<file path="src/rtl/aes_pkg.sv">
// Shared types and constants for the AES-128 round sequencer and its column transform.
package aes_pkg;
  localparam int REG_SIZE = 32;
  localparam int VEC_SIZE = 4;
  localparam int NR       = 10;

  typedef logic [3:0][31:0] state_t;

  typedef enum logic [1:0] {
    IDLE,
    KEY,
    SUB,
    MIX
  } aes_seq_e;

  // Multiply by x in GF(2^8) with the AES reduction polynomial.
  function automatic logic [7:0] xtime(input logic [7:0] b);
    return {b[6:0], 1'b0} ^ (b[7] ? 8'h1b : 8'h00);
  endfunction
endpackage

</file>
<file path="src/rtl/aes_round_sequencer_if.sv">
// Bundle between the round sequencer, instruction issue, the key store and the SubBytes unit.
interface aes_round_sequencer_if;
  import aes_pkg::*;

  logic      start;
  logic      abort;
  state_t    plaintext;
  // Key fetch: key_req stays high with key_idx frozen until a cycle in which
  // key_valid is high; that cycle consumes round_key. key_valid without key_req is ignored.
  logic      key_req;
  logic [3:0] key_idx;
  logic      key_valid;
  state_t    round_key;
  state_t    sb_in;
  state_t    sb_out;
  logic      busy;
  logic      done;
  state_t    result;
  aes_seq_e  dbg_state;

  modport master (
    input  start, abort, plaintext, key_valid, round_key, sb_out,
    output key_req, key_idx, sb_in, busy, done, result, dbg_state
  );

  modport slave (
    output start, abort, plaintext, key_valid, round_key, sb_out,
    input  key_req, key_idx, sb_in, busy, done, result, dbg_state
  );
endinterface

</file>
<file path="src/rtl/mix_columns.sv">
// AES MixColumns: each column is multiplied by the fixed circulant {02,03,01,01}.
module mix_columns
  import aes_pkg::*;
#(
  parameter int regSize = 32,
  parameter int vecSize = 4
) (
  input  logic [vecSize-1:0][regSize-1:0] din,
  output logic [vecSize-1:0][regSize-1:0] dout
);
  for (genvar c = 0; c < vecSize; c++) begin : g_col
    logic [7:0] a0, a1, a2, a3;
    assign a0 = din[c][31:24];
    assign a1 = din[c][23:16];
    assign a2 = din[c][15:8];
    assign a3 = din[c][7:0];
    // 3*x is written as xtime(x) ^ x.
    assign dout[c] = {xtime(a0) ^ xtime(a1) ^ a1 ^ a2 ^ a3,
                      a0 ^ xtime(a1) ^ xtime(a2) ^ a2 ^ a3,
                      a0 ^ a1 ^ xtime(a2) ^ xtime(a3) ^ a3,
                      xtime(a0) ^ a0 ^ a1 ^ a2 ^ xtime(a3)};
  end
endmodule

</file>
<file path="src/rtl/aes_round_sequencer.sv">
// Multi-cycle AES-128 encryption controller: owns the state register and round counter,
// fetches round keys and steps ARK0, nine full rounds and a final round without MixColumns.
module aes_round_sequencer
  import aes_pkg::*;
(
  input logic                  clk,
  input logic                  rst_n,
  aes_round_sequencer_if.master bus
);
  aes_seq_e   fsm;
  logic [3:0] round;
  state_t     state;
  state_t     mixed;
  state_t     result_q;
  logic       done_q;
  logic       key_req_q;
  logic [3:0] key_idx_q;

  mix_columns #(
    .regSize(REG_SIZE),
    .vecSize(VEC_SIZE)
  ) u_mix (
    .din (state),
    .dout(mixed)
  );

  assign bus.sb_in     = state;
  assign bus.busy      = (fsm != IDLE);
  assign bus.done      = done_q;
  assign bus.result    = result_q;
  assign bus.key_req   = key_req_q;
  assign bus.key_idx   = key_idx_q;
  assign bus.dbg_state = fsm;

  always_ff @(posedge clk or negedge rst_n) begin
    if (!rst_n) begin
      fsm       <= IDLE;
      round     <= 4'd0;
      state     <= '0;
      result_q  <= '0;
      done_q    <= 1'b0;
      key_req_q <= 1'b0;
      key_idx_q <= 4'd0;
    end else begin
      done_q <= 1'b0;
      // Abort wins over everything and leaves the datapath registers untouched.
      if (bus.abort) begin
        fsm       <= IDLE;
        key_req_q <= 1'b0;
        key_idx_q <= 4'd0;
      end else begin
        case (fsm)
          IDLE: begin
            if (bus.start) begin
              state     <= bus.plaintext;
              round     <= 4'd0;
              fsm       <= KEY;
              key_req_q <= 1'b1;
              key_idx_q <= 4'd0;
            end
          end
          KEY: begin
            if (bus.key_valid) begin
              state     <= state ^ bus.round_key;
              key_req_q <= 1'b0;
              key_idx_q <= 4'd0;
              if (round == 4'(NR)) begin
                result_q <= state ^ bus.round_key;
                done_q   <= 1'b1;
                fsm      <= IDLE;
              end else begin
                round <= round + 4'd1;
                fsm   <= SUB;
              end
            end
          end
          SUB: begin
            state <= bus.sb_out;
            // The final round goes straight to its key addition.
            if (round < 4'(NR)) begin
              fsm <= MIX;
            end else begin
              fsm       <= KEY;
              key_req_q <= 1'b1;
              key_idx_q <= round;
            end
          end
          MIX: begin
            state     <= mixed;
            fsm       <= KEY;
            key_req_q <= 1'b1;
            key_idx_q <= round;
          end
          default: fsm <= IDLE;
        endcase
      end
    end
  end
endmodule

</file>
<file path="src/flat_wrapper.sv">
// flat-port wrapper written by rule: the top's interface ports become plain ports
module aes_round_sequencer_flat import aes_pkg::*;
  (clk, rst_n, bus_start, bus_abort, bus_plaintext, bus_key_valid, bus_round_key, bus_sb_out, bus_key_req, bus_key_idx, bus_sb_in, bus_busy, bus_done, bus_result, bus_dbg_state);
  aes_round_sequencer_if bus_i ();
  input logic clk;
  input logic rst_n;
  input wire logic [$bits(bus_i.start)-1:0] bus_start;
  input wire logic [$bits(bus_i.abort)-1:0] bus_abort;
  input wire logic [$bits(bus_i.plaintext)-1:0] bus_plaintext;
  input wire logic [$bits(bus_i.key_valid)-1:0] bus_key_valid;
  input wire logic [$bits(bus_i.round_key)-1:0] bus_round_key;
  input wire logic [$bits(bus_i.sb_out)-1:0] bus_sb_out;
  output wire logic [$bits(bus_i.key_req)-1:0] bus_key_req;
  output wire logic [$bits(bus_i.key_idx)-1:0] bus_key_idx;
  output wire logic [$bits(bus_i.sb_in)-1:0] bus_sb_in;
  output wire logic [$bits(bus_i.busy)-1:0] bus_busy;
  output wire logic [$bits(bus_i.done)-1:0] bus_done;
  output wire logic [$bits(bus_i.result)-1:0] bus_result;
  output wire logic [$bits(bus_i.dbg_state)-1:0] bus_dbg_state;
  assign bus_i.start = bus_start;
  assign bus_i.abort = bus_abort;
  assign bus_i.plaintext = bus_plaintext;
  assign bus_i.key_valid = bus_key_valid;
  assign bus_i.round_key = bus_round_key;
  assign bus_i.sb_out = bus_sb_out;
  assign bus_key_req = bus_i.key_req;
  assign bus_key_idx = bus_i.key_idx;
  assign bus_sb_in = bus_i.sb_in;
  assign bus_busy = bus_i.busy;
  assign bus_done = bus_i.done;
  assign bus_result = bus_i.result;
  assign bus_dbg_state = bus_i.dbg_state;
  aes_round_sequencer u_core (.clk(clk), .rst_n(rst_n), .bus(bus_i));
endmodule
</file>
<file path="config.mk">
export PLATFORM = sky130hd
export DESIGN_NAME = aes_round_sequencer_flat
export DESIGN_NICKNAME = d
export VERILOG_FILES = /design/src/rtl/aes_pkg.sv /design/src/rtl/aes_round_sequencer_if.sv /design/src/rtl/mix_columns.sv /design/src/rtl/aes_round_sequencer.sv /design/src/flat_wrapper.sv
export SDC_FILE = /design/constraint.sdc
export NUM_CORES = 1
export LEC_CHECK = 0
export ABC_AREA = 0
export BUFFER_PORTS_ARGS = -buffer_cell sky130_fd_sc_hd__buf_4
export CAP_MARGIN = 10
export CORE_ASPECT_RATIO = 0.7
export CORE_MARGIN = 4
export CORE_UTILIZATION = 35
export DETAILED_ROUTE_END_ITERATION = 12
export RECOVER_POWER = 100
export SYNTH_ARGS = -nofsm -noshare
export SYNTH_HDL_FRONTEND = slang
export SYNTH_SLANG_ARGS = --single-unit
</file>
<file path="constraint.sdc">
create_clock -name clk -period 4 [get_ports clk]
set_clock_uncertainty 0.1 [all_clocks]
set_input_delay 0.2 -clock clk [delete_from_list [all_inputs] [get_ports clk]]
set_output_delay 0.2 -clock clk [all_outputs]
set_load 0.05 [all_outputs]
</file>
==> impl_metrics.json, run 1 <==
{
  "status": "complete, but fails checks",
  "violations": "capacitance limit, slew limit",
  "fmax_ghz": 0.264,
  "synth_compound_area_share_pct": 16.7,
  "drt-vias-per-instance": 5.34,
  "cts.htree.levels": 1,
  "clkTransAtPathRegs_ps": 60,
  "crit_type": "flop to flop",
  "hpwl_mm": 59.2,
  "required_ps": 4420,
  "start_util_pct": 35.7,
  "path_max_fanout": 42,
  "placed_cell_area_um2": 24600,
  "ff2ff_path_depth": 7,
  "pwr_density_cell_nw_per_um2": 796,
  "drtPass1Iterations": 5,
  "io_pins": 654,
  "setup_tns_ps": 0,
  "cp.arrival_ps": 4200,
  "holdCritPathClass": "input port to flop",
  "track_usage_pct": 27.0,
  "pre_cts_ws_ps": 815,
  "num-nets-final": 3066,
  "synthAdderAreaFrac_pct": 0.388,
  "cts_root_buffer": "clkbuf_16",
  "final_cell_mix": "398 x buf_4, 376 x dlygate4sd3_1, 271 x clkbuf_1",
  "worst_slack_ps": 211,
  "syn-cell-area_um2": 19300,
  "grt_pass1_vias": 19300,
  "drive_above_1_share_pct": 21.4,
  "drt-total-wl_mm": 82.5,
  "clock_latency_ps": 580,
  "drv_slew": 334,
  "grt_most_used_layer": "met2",
  "ys_ff_latch": 268,
  "synth_top_area_share_pct": 34.7,
  "synth_cell_types": 54,
  "synth_top_family_by_area": "XOR/XNOR gates",
  "ant_nets": 0,
  "place_congestion": 0.909,
  "met2_usage_pct": 45.7,
  "synthMuxAreaShare_pct": 5.50,
  "die_y_um": 205,
  "grt-ovfl-total": 0,
  "vias": 18300,
  "cts_hold_buf": 376,
  "die-area_um2": 59100,
  "avgRoutedWirePerCell_um": 24.1,
  "grt_setup_unrepaired": "no",
  "grt_use_met1_pct": 36.0,
  "relSlewSlack_pct": -92.0,
  "synth-xor-area-share_pct": 31.5,
  "layout_commonest_cell": "buf_4",
  "grt_max_degree": 120,
  "ys_warn_count": 0,
  "clkSinkCount": 268,
  "cts_buffer_depth": 3,
  "crit_path_end_kind": "flop",
  "grt_pass1_wl_mm": 123,
  "area_delta_synth_final_pct": 46.5,
  "cts-resized-gates": 0,
  "irDropWorstVdd_v": 0.000410,
  "syn_inst": 1805,
  "hold_depth": 4,
  "synth_area_leaders": "dfrtp_1 35%, xnor3_1 16%, xor2_1 6.0%, xnor2_1 5.3%, mux2_2 5.2%",
  "coreArea_um2": 54200,
  "instances_no_fill": 3425,
  "synth_edf_count": 0,
  "drc_errors": 0,
  "cts_inserted_buffers": 31,
  "p_leak_uw": 0.0133,
  "synth.largest_area_cell": "dfrtp_1",
  "utilization_pct": 52.3,
  "cts_setup_buffers": 0,
  "antenna_found_initial": 2,
  "stdcell_area_um2": 28300,
  "worst_pin_slew_ps": 2880,
  "ys.flop_type": "dfrtp_1",
  "die_w_um": 289,
  "setup_violations": 0,
  "use_met3_pct": 5.56,
  "synthesis.nets": 2200,
  "synth-simple-area-share_pct": 6.30,
  "cap_violations": 5,
  "critPathLaunchType": "flop",
  "drtIter0Drc": 1217,
  "tritoncts": "yes",
  "placed_cells": 2992,
  "synthArstFlopShare_pct": 100,
  "post-route-period-util_pct": 94.7,
  "portBuffers": 653,
  "min_period_ps": 3790,
  "rows": 71,
  "hold_viol_final": 0,
  "seq_area_frac_synth_pct": 34.7,
  "syn_area_per_cell_um2": 10.7
}
==> cells by family after synthesis <==
logic type               after synthesis
multiplexers                          95
AO/OA/AOI/OAI                        506
flip-flops                           268
buffers and inverters                227
AND/OR/NAND/NOR                      281
XOR/XNOR                             422
adder cells (fa/ha/maj)                6
==> sequential cells by signal, indices dropped and copies added (netlist names) <==
signal,cells
u_core.bus.result,128
u_core.bus.sb_in,128
u_core.bus.key_idx,4
u_core.round,4
u_core.bus.dbg_state,2
u_core.bus.done,1
u_core.bus.key_req,1
==> routing by layer <==
metal | vias to the layer above | wire [um]
met5 | - | 0
met4 | 0 | 1940
met3 | 121 | 6580
met2 | 872 | 39800
met1 | 9188 | 34200
li1 | 8117 | -
==> synth_stat cells, types with 4 or more instances <==
library cell  instances
dfrtp_1             268
o21ai_0             183
clkbuf_1            146
a21oi_1             138
xnor3_1             134
xor2_1              133
xnor2_1             118
nand2_1             110
nor2_1               94
mux2_2               90
buf_2                60
a221o_1              53
a211oi_1             36
a221oi_1             36
nor3_1               33
xor3_1               29
nand2b_1             25
a22o_1               21
o22ai_1              11
buf_1                10
inv_1                 7
o221a_2               7
ha_1                  6
mux2i_1               5
o21a_1                5
o2bb2ai_1             5
and2_1                4
nand3b_1              4
==> layout make-up <==
type | instances | area, um2
timing repair buffer | 1053 | 7900
inverter | 7 | 26.3
clock inverter | 12 | 173
multi-input combinational | 1310 | 11700
tap | 730 | 913
sequential | 268 | 6710
clock buffer | 43 | 881
antenna | 2 | 5.00
fill | 5043 | 25900
==> critical path, stage by stage, from the launching register on <==
cell           delay (ps)
dfrtp_1               480
inv_1                 160
ha_4                  280
inv_1                1230
buf_4                 400
o21ai_0               190
o21ai_0               250
dlygate4sd3_1         590
==> power by group <==
| group | total, uW | switching (uW) | internal [uW] |
|---|---|---|---|
| Clock | 3040 | 1260 | 1780 |
| Sequential | 5050 | 1820 | 3230 |
| Combinational | 14500 | 6900 | 7550 |
| Total | 22500 | 9990 | 12600 |
==> worst paths after layout <==
path | to | startpoint | slack, ps
max in group asynchronous | u_core.bus.result[23] | rst_n | 830
hold / removal | u_core.bus.sb_in[43] | bus_sb_out[43] | 20
setup / recovery | u_core.bus.sb_in[102] | u_core.bus.dbg_state[0] | 210
min in group asynchronous | u_core.bus.result[122] | rst_n | 960
hold reg to reg | u_core.bus.result[7] | u_core.bus.result[7] | 400
setup reg to reg | u_core.bus.sb_in[102] | u_core.bus.dbg_state[0] | 210
==> per-stage QoR <==
stage / power [uW] / hold slack (ps)
after floorplan: 15000 / -196
after global placement: 18800 / 227
after detailed placement: 19000 / 237
after CTS: 23000 / 2.69
after global routing: 23600 / 19.3
final: 22500 / 23.7
Power figures use the tool's default switching activity.
==> run 2, diff against run 1 <==
- CORE_MARGIN: 4 -> 5
- SYNTH_HIERARCHICAL: not set -> 1
==> impl_metrics.json, run 2 <==
{
  "clkSinkCount": 268,
  "drtIter0Drc": 2551,
  "cpMaxStageDelayCell": "nor2b_1",
  "die_y_um": 228,
  "cts_setup_buffers": 0,
  "seq_area_frac_synth_pct": 28.3,
  "synth.largest_area_cell": "dfrtp_1",
  "path_max_fanout": 158,
  "clock_latency_ps": 570,
  "relSlewSlack_pct": -94.9,
  "hold_ws_ps": 58.3,
  "grt_pass1_wl_mm": 158,
  "regToRegSetupSlack_ps": 160,
  "synth_top_area_share_pct": 28.3,
  "final_cell_mix": "398 x buf_4, 386 x dlygate4sd3_1, 274 x clkbuf_1",
  "irDropWorstVdd_v": 0.000409,
  "drc_errors": 0,
  "setup_tns_ps": 0,
  "hpwl_mm": 69.6,
  "cts_buffer_depth": 3,
  "cp_top_family": "buffers and inverters",
  "hp-start": "bus_sb_out[23]",
  "syn-cell-area_um2": 23700,
  "top_layer": "met5",
  "coreArea_um2": 66800,
  "worst_pin_slew_ps": 2920,
  "grt_max_degree": 159,
  "drv_slew": 96,
  "tritoncts": "yes",
  "hold-path-endpoint": "u_core/bus.sb_in[23]",
  "num-nets-final": 3543,
  "cap_violations": 1,
  "violations": "capacitance limit, slew limit",
  "cts_inserted_buffers": 35,
  "synth_cell_types": 55,
  "portBuffers": 653,
  "reg2reg_from": "u_core/bus.dbg_state[0]",
  "place_congestion": 0.893,
  "area_delta_synth_final_pct": 39.4,
  "layout_commonest_cell": "buf_4",
  "ys_ff_latch": 268,
  "grt_setup_unrepaired": "no",
  "met2_length_mm": 48.9,
  "cp.arrival_ps": 4180,
  "grt-ovfl-total": 0,
  "hold_depth": 3,
  "vias": 24400,
  "synth_edf_count": 0,
  "die-area_um2": 73200,
  "cts_root_buffer": "clkbuf_16",
  "cts.htree.levels": 2,
  "post-route-period-util_pct": 96.1,
  "start_util_pct": 35.5,
  "drtPass1Iterations": 6,
  "track_usage_pct": 27.2,
  "synth_area_leaders": "dfrtp_1 28%, xnor3_1 13%, xnor2_1 6.9%, o21ai_0 5.4%, and3b_1 4.8%",
  "wl_met1_mm": 43.5,
  "critPathLaunchType": "flop",
  "ys.flop_type": "dfrtp_1",
  "wl_met3_mm": 9.80,
  "antenna_found_initial": 12,
  "drt-vias-per-instance": 6.00,
  "p_leak_uw": 0.0148,
  "syn_area_per_cell_um2": 10.4,
  "crit_type": "flop to flop",
  "hold_viol_final": 0,
  "pwr_density_cell_nw_per_um2": 775,
  "crit-reg2reg-capture": "u_core/bus.sb_in[7]",
  "drive_above_1_share_pct": 16.4,
  "crit_path_end_kind": "flop",
  "required_ps": 4330,
  "grt_pass1_vias": 24800,
  "status": "complete, but fails checks",
  "holdCritPathClass": "input port to flop",
  "max_stage_delay_ps": 730,
  "synthArstFlopShare_pct": 100,
  "cts-resized-gates": 0,
  "io_pins": 654,
  "synth.most_common_cell": "dfrtp_1",
  "ff2ff_path_depth": 7,
  "drt-total-wl_mm": 106,
  "ant_nets": 0,
  "avgRoutedWirePerCell_um": 26.0,
  "die_w_um": 321,
  "nFillCells": 6213,
  "rows": 79,
  "setup_violations": 0,
  "fmax_ghz": 0.260,
  "ys_warn_count": 6,
  "min_period_ps": 3840,
  "synth_common_cells": "268 x dfrtp_1, 256 x o21ai_0, 195 x clkbuf_1",
  "clkTransAtPathRegs_ps": 60,
  "synthesis.nets": 2689,
  "syn_inst": 2293,
  "crit_chain": "inv_1, ha_1, nor2b_1, buf_12, or4_1, o221ai_1, dlygate4sd3_1",
  "critPathBufInv": 3
}
## run 2: cell types whose count changed after synthesis, moves of 125 or more
| cell | delta |
|---|---|
| a21oi_1 | -137 |
| a41oi_1 | +127 |
| and3b_1 | +128 |
| inv_1 | +126 |
| nor2b_1 | +129 |
| o31ai_1 | +131 |
| or4_1 | +125 |
## run 2: final cells by class
class	count	area (um2)	area share, %
clock buffers	49	978	2.96
repair buffers	1066	8120	24.6
clock inverters	12	153	0.461
well taps	891	1110	3.37
multi-input cells	1642	15500	46.8
inverters	134	503	1.52
diodes	5	12.5	0.0378
flip-flops and latches	268	6710	20.3
## run 2: worst register-to-register path, cell delays in order, from the launching register on
cell           delay, ps
dfrtp_1              470
inv_1                250
ha_1                 350
nor2b_1              730
buf_12               430
or4_1                670
o221ai_1             100
dlygate4sd3_1        600
## run 2: cells by family after synthesis
| kind of cell | count (synthesis) | share of synthesized area (%) |
|---|---|---|
| AOI/OAI and AO/OA | 786 | 25.1 |
| muxes | 4 | 0.174 |
| DFF | 268 | 28.3 |
| adders and majority gates | 7 | 0.369 |
| xor gates and xnor gates | 428 | 26.5 |
| and+or+nand+nor | 417 | 13.0 |
| buffers and inverters | 383 | 6.61 |
## run 2: what timing repair did
item                                   4_1_cts  5_1_grt
hold buffers                               386        0
endpoints found under the hold margin      351        0
setup endpoints to repair                    0        0
## run 2: routing by layer
layer	track usage, %	vias to the layer above
li1	-	10600
met1	37.0	12200
met2	43.7	1377
met3	5.69	220
met4	8.40	10
met5	0	-
## run 2: stage by stage
| stage | total power, uW | instances | util, % | setup WS, ps | area (um2) |
|---|---|---|---|---|---|
| 2_1_floorplan | 17100 | 2293 | - | 1570 | 23700 |
| 3_3_place_gp | 21700 | 3615 | 43.6 | 962 | 29100 |
| 3_5_place_dp | 21900 | 3615 | 43.6 | 829 | 29100 |
| 4_1_cts | 26200 | 4062 | 51.1 | 256 | 34100 |
| 5_1_grt | 26700 | 4065 | 49.5 | 83.3 | 33100 |
| 6_report | 25600 | 4067 | 49.5 | 158 | 33100 |
## run 2: report_power, final
part | switching, uW | internal [uW] | leakage, uW
registers | 2260 | 3560 | 0.00347
logic | 8590 | 7920 | 0.0108
clock network | 1390 | 1910 | 0.000554
total | 12200 | 13400 | 0.0148
## run 2: how the worst max path moves through the flow
stage / startpoint / end / slack (ps) / cells past startpoint
final: u_core/bus.dbg_state[0] / u_core/bus.sb_in[7] / 160 / 7
after global placement: u_core/bus.dbg_state[1] / u_core/bus.sb_in[118] / 960 / 6
after floorplan: u_core/bus.dbg_state[1] / u_core/bus.sb_in[85] / 1570 / 9
after detailed placement: u_core/bus.dbg_state[1] / u_core/bus.sb_in[6] / 830 / 6
after global routing: u_core/bus.dbg_state[1] / u_core/bus.result[115] / 80 / 6
after CTS: u_core/bus.dbg_state[1] / u_core/bus.sb_in[123] / 260 / 7
